**src/rtl/aes_invsub_seq.sv**
```systemverilog
// Byte-serial AES InvSubBytes (+ optional InvShiftRows) over a 16-byte state buffer.
// Loads 16 bytes, substitutes them in place through a shared S-box, then drains them.
module aes_invsub_seq #(
  parameter int SBOX_LAT = 1
) (
  input  logic       clk,
  input  logic       rst,
  input  logic       flush,
  input  logic       inv_shift,
  input  logic       in_valid,
  input  logic [7:0] in_data,
  output logic       in_ready,
  output logic       out_valid,
  output logic [7:0] out_data,
  input  logic       out_ready,
  output logic [7:0] sb_x,
  input  logic [7:0] sb_y,
  output logic       busy,
  output logic [1:0] dbg_state
);

  // Handshakes: a byte moves on a rising edge where valid & ready are both high;
  // valid never depends on ready, and a stalled out_valid holds its data unchanged.

  typedef enum logic [1:0] {
    LOAD  = 2'd0,
    SUB   = 2'd1,
    DRAIN = 2'd2
  } state_t;

  localparam logic [4:0] SUB_LAST = 5'(16 + SBOX_LAT - 1);

  state_t     state, state_d;
  logic [3:0] cnt;
  logic [4:0] sub_k;
  logic       shift_q;
  logic [7:0] buf_q [16];

  logic       in_fire, out_fire;
  logic [3:0] src;
  logic [3:0] wr_idx;
  logic       wr_en;

  assign in_fire  = in_valid & in_ready;
  assign out_fire = out_valid & out_ready;

  // Result of operand k arrives SBOX_LAT cycles after it was presented.
  assign wr_en  = (state == SUB) && ({1'b0, sub_k} >= 6'(SBOX_LAT));
  assign wr_idx = 4'(sub_k - 5'(SBOX_LAT));

  // InvShiftRows source: same row, column (c - r) mod 4.
  assign src = shift_q ? {cnt[3:2] - cnt[1:0], cnt[1:0]} : cnt;

  always_ff @(posedge clk) begin
    if (rst) begin
      state   <= LOAD;
      cnt     <= 4'd0;
      sub_k   <= 5'd0;
      shift_q <= 1'b0;
    end else begin
      state <= state_d;
      if (flush) begin
        cnt   <= 4'd0;
        sub_k <= 5'd0;
      end else begin
        case (state)
          LOAD: begin
            if (in_fire) begin
              cnt <= cnt + 4'd1;
              if (cnt == 4'd0) shift_q <= inv_shift;
            end
          end
          SUB: begin
            sub_k <= (sub_k == SUB_LAST) ? 5'd0 : sub_k + 5'd1;
          end
          DRAIN: begin
            if (out_fire) cnt <= cnt + 4'd1;
          end
          default: ;
        endcase
      end
    end
  end

  // Buffer is data-only storage; it is never cleared.
  always_ff @(posedge clk) begin
    if (!rst && !flush) begin
      if (state == LOAD && in_fire) buf_q[cnt] <= in_data;
      if (wr_en)                    buf_q[wr_idx] <= sb_y;
    end
  end

  always_comb begin
    state_d = state;
    case (state)
      LOAD:    if (in_fire && cnt == 4'd15)  state_d = SUB;
      SUB:     if (sub_k == SUB_LAST)        state_d = DRAIN;
      DRAIN:   if (out_fire && cnt == 4'd15) state_d = LOAD;
      default: state_d = LOAD;
    endcase
    if (flush) state_d = LOAD;
  end

  always_comb begin
    in_ready  = (state == LOAD) && !rst;
    out_valid = (state == DRAIN) && !rst;
    out_data  = out_valid ? buf_q[src] : 8'd0;
    busy      = ((state == SUB) || (state == DRAIN)) && !rst;
    sb_x      = 8'd0;
    if (state == SUB && sub_k < 5'd16 && !rst) sb_x = buf_q[sub_k[3:0]];
    dbg_state = state;
  end

endmodule

```
**config.mk**
```make
export PLATFORM = sky130hd
export DESIGN_NAME = aes_invsub_seq
export DESIGN_NICKNAME = d
export VERILOG_FILES = /design/src/rtl/aes_invsub_seq.sv
export SDC_FILE = /design/constraint.sdc
export NUM_CORES = 1
export LEC_CHECK = 0
export CELL_PAD_IN_SITES_DETAIL_PLACEMENT = 0
export CELL_PAD_IN_SITES_GLOBAL_PLACEMENT = 1
export CORE_ASPECT_RATIO = 1.1
export CORE_MARGIN = 3
export CORE_UTILIZATION = 40
export DETAILED_ROUTE_END_ITERATION = 6
export GPL_ROUTABILITY_DRIVEN = 0
export PLACE_DENSITY_LB_ADDON = 0.1
export SYNTH_ARGS = -nofsm -noshare
export SYNTH_HDL_FRONTEND = slang
export SYNTH_SLANG_ARGS = --single-unit
```
**constraint.sdc**
```tcl
create_clock -name clk -period 5.9 [get_ports clk]
set_clock_uncertainty 0.15 [all_clocks]
set_input_delay 0.885 -clock clk [delete_from_list [all_inputs] [get_ports clk]]
set_output_delay 0.885 -clock clk [all_outputs]
set_load 0.005 [all_outputs]
```
==> summary.md <==
| Metric | Value |
|---|---|
| CTS root buf | clkbuf_16 |
| Global-route wire length before repair | approximately 26 mm |
| Multi-input gate area | 0.002850 sq mm |
| RSZ-0062 raised after global routing | no |
| Vias | between 4k and 5k |
| Total GRT Usage | a little under a fifth |
| Placed insts | between 600 and 700 |
| CTS hold repair buffers | 0 |
| Hold Crit Start | dbg_state[1] |
| Crit path DAT | 3250 ps |
| Worst Setup End Kind | output port |
| Ys flop type | edfxtp_1 |
| Area Growth Syn to Fin | 16.54% |
| Core ar. | around 0.017 sq mm |
| DRC errors left | 0 |
| Number of flops mapped to enable cells by yosys | 128 |
| Total Wirelength | about 17 mm |
| CP Launch Type | flop |
| Fin. max-slew vios | 0 |
| Peak supply drop | around 0.00017 V |
| Total grt overflow | 0 |
| Clk Latency, worst-skew pair | 410 ps |
| Inserted Clock Buffers | 17 |
| TritonCTS clock tree | built |
| Layout Nets | a little under 500 |
| Critical Path Source | cnt[0] |
| ANT cells | 0 |
| Lkg Pwr | about 2.5 nW |
| Hold Slack | between 300 and 400 ps |
| FP Rows | 50 |
| PwrDens | between 200 and 300 mW/mm^2 |
| Crit path time final | approximately 4300 ps |
| Largest net degree at the start of global routing | 40 |
| Yosys warning count | 0 |
| Share of synthesized registers carrying an async set or reset | 0% |
| Final TNS setup | 0 ps |
| Slew at the pin closest to its max-slew limit | 1190 ps |
| Clock sink total | roughly 140 |
| Syn Inst Count | 420 |
| Initial Util | a little over two fifths |
| Cell family with most CP delay | flip-flops |
| CTS H-Tree Depth | 4 |
| Filler cells | around 1.5k |
| Hold Path Class | flop to flop |
| Distinct cell type count after synthesis | 48 |
| Die Y | 146.9 um |
| Post-Syn Area | between 0.007 and 0.008 sq mm |
| CP required | approximately 5000 ps |
| Synth Area per Inst | between 15 and 20 sq um |
| Fin. Hold Viols | 0 |
| Max-slew headroom | around a fifth |
| Flops & latches, synth | around 140 |
| Final std cells w/o fill | between 700 and 800 |
| Antenna-violating nets left | 0 |
| DRT iter0 DRCs | 275 |
| DR pass1 iterations | 4 |
| Outcome | complete, no violations |
| Average wire per standard cell | approximately 24 um |
| CTS Buffer Depth | 2 |
| Worst Path Buf+Inv | 1 |
| Worst Path Max Fanout | 39 |
| Share of cells above drive strength 1 | about a quarter |
| Fin crit share | 72.69% |
| Setup violators final | 0 |
| Post-DR vias/cell | approximately 5.6 |
| WS Path Type | flop to output port |
| Largest stage delay, worst path | between 800 and 900 ps |
| Die area | approximately 0.02 sq mm |
| Vias in the first global route | between 4k and 5k |
| Register area | ~0.0042 sq mm |
| Seq/Total Area, Yosys | between 50% and 60% |
| Final HPWL DP | approximately 12 mm |
| Port Buf Inserts | 42 |
| Fmax | roughly 230 MHz |
| Cells resized by post-CTS repair | 0 |
| Setup Buffers After CTS | 0 |
| IO Pins | 43 |
| Reg clk slew, reported paths | roughly 60 ps |
| Syn_nets | ~450 |
| Crit-path cells | ha_1, xor2_1, a21oi_1, nor3b_2, a22o_1, clkdlybuf4s50_1 |
| Max-cap violation count | 0 |
| Max stage delay cell, worst path | dfxtp_4 |
| Die X | 134.1 um |
| Reg-to-Reg Start | dbg_state[1] |
| Antenna violations before repair | 0 |
stage by stage:
stage	power, W	area [sq um]	utilization (%)	setup slack (ps)
2_1_floorplan	0.001180	7217	-	2989
5_1_grt	0.002331	8411	48.53	1367
3_3_place_gp	0.001209	7815	45.10	1658
4_1_cts	0.002284	8411	48.53	1483
3_5_place_dp	0.001211	7815	45.10	1643
6_report	0.002264	8411	48.53	1611
Yosys cell counts, drive strengths merged, types with 4 or more instances:
cell type,instances,area share [%]
mux2i,28,4.0
mux4,64,20
nor4,5,0.64
edfxtp,128,53
mux2,25,3.9
o22ai,8,0.69
dfxtp,16,4.4
nand2,13,0.68
buf,22,2.2
a22o,8,0.97
nor2,35,1.8
a21oi,4,0.28
nor2b,5,0.43
inv,8,0.42
ha,12,2.1
registers in the layout, indices dropped and copies added (netlist names), named ones only:
register   count
buf_q        128
sub_k          5
cnt            4
dbg_state      2
shift_q        1
placed cells by master, fill, tap and decap left out, types with 3 or more instances in the layout:
master / Yosys / routed
a21oi_1: 4 / 4
nor2b_1: 5 / 5
buf_4: 0 / 7
mux2_2: 10 / 10
nor4_1: 4 / 4
edfxtp_1: 128 / 128
mux2i_1: 26 / 26
ha_1: 12 / 12
clkinv_2: 0 / 3
clkinv_4: 0 / 3
mux4_2: 62 / 62
clkbuf_16: 0 / 17
xnor2_1: 3 / 3
nor2_1: 35 / 35
o22ai_1: 8 / 8
dfxtp_1: 16 / 14
inv_1: 8 / 8
a22o_1: 8 / 8
nor3_1: 3 / 3
clkinvlp_4: 0 / 3
mux2_1: 15 / 15
xor2_1: 3 / 3
bufinv_16: 0 / 3
nand2_1: 13 / 13
clkdlybuf4s50_1: 0 / 42
worst register-to-register path, delay by kind of cell (launching register included):
| family | cells | cell delay [ps] |
|---|---|---|
| buf+inv | 2 | 460 |
| compound gates | 1 | 380 |
| simple gates | 2 | 1130 |
| mux | 1 | 200 |
| flops | 1 | 340 |
| fa+ha+maj | 1 | 380 |
layer usage:
layer	vias up	global-route usage, %	wire length, um
met5	-	0	0
met4	0	7.026	388
met3	20	3.219	814
met2	111	31.50	9077
met1	2076	23.31	7108
li1	1800	-	-
area by class of cell:
type | instances | share of cell area, %
flip-flops and latches | 144 | 49.57
inverters | 8 | 0.3570
clock buffers | 19 | 5.147
well taps | 234 | 3.481
multi-input cells | 243 | 33.89
repair buffers | 49 | 5.623
clock inverters | 13 | 1.934
worst paths after layout:
| check | endpoint | slack, ps | depth (start not counted) |
|---|---|---|---|
| worst max-delay path | out_data[0] | 1610 | 6 |
| worst min-delay path | dbg_state[1] | 350 | 2 |
| worst max register to register | buf_q[11][0] | 2460 | 7 |
| worst min register to register | dbg_state[1] | 350 | 2 |
logic make-up (layout without fill, tap and decap cells):
logic type / after synthesis / in the layout / share of synthesized area (%)
muxes: 117 / 117 / 27.96
DFF: 144 / 144 / 57.70
AOI/OAI and AO/OA: 31 / 31 / 3.294
adders and majority gates: 12 / 12 / 2.080
and+or+nand+nor: 77 / 77 / 5.427
buffers and inverters: 33 / 89 / 2.809
xor gates and xnor gates: 6 / 6 / 0.7283
where the power goes:
| group | switching, W | internal, W |
|---|---|---|
| Clock | 0.000411 | 0.000665 |
| Sequential | 0.00000671 | 0.00111 |
| Combinational | 0.0000349 | 0.0000350 |
| Total | 0.000453 | 0.00181 |
Note: power is estimated with default switching activity, not from simulation.
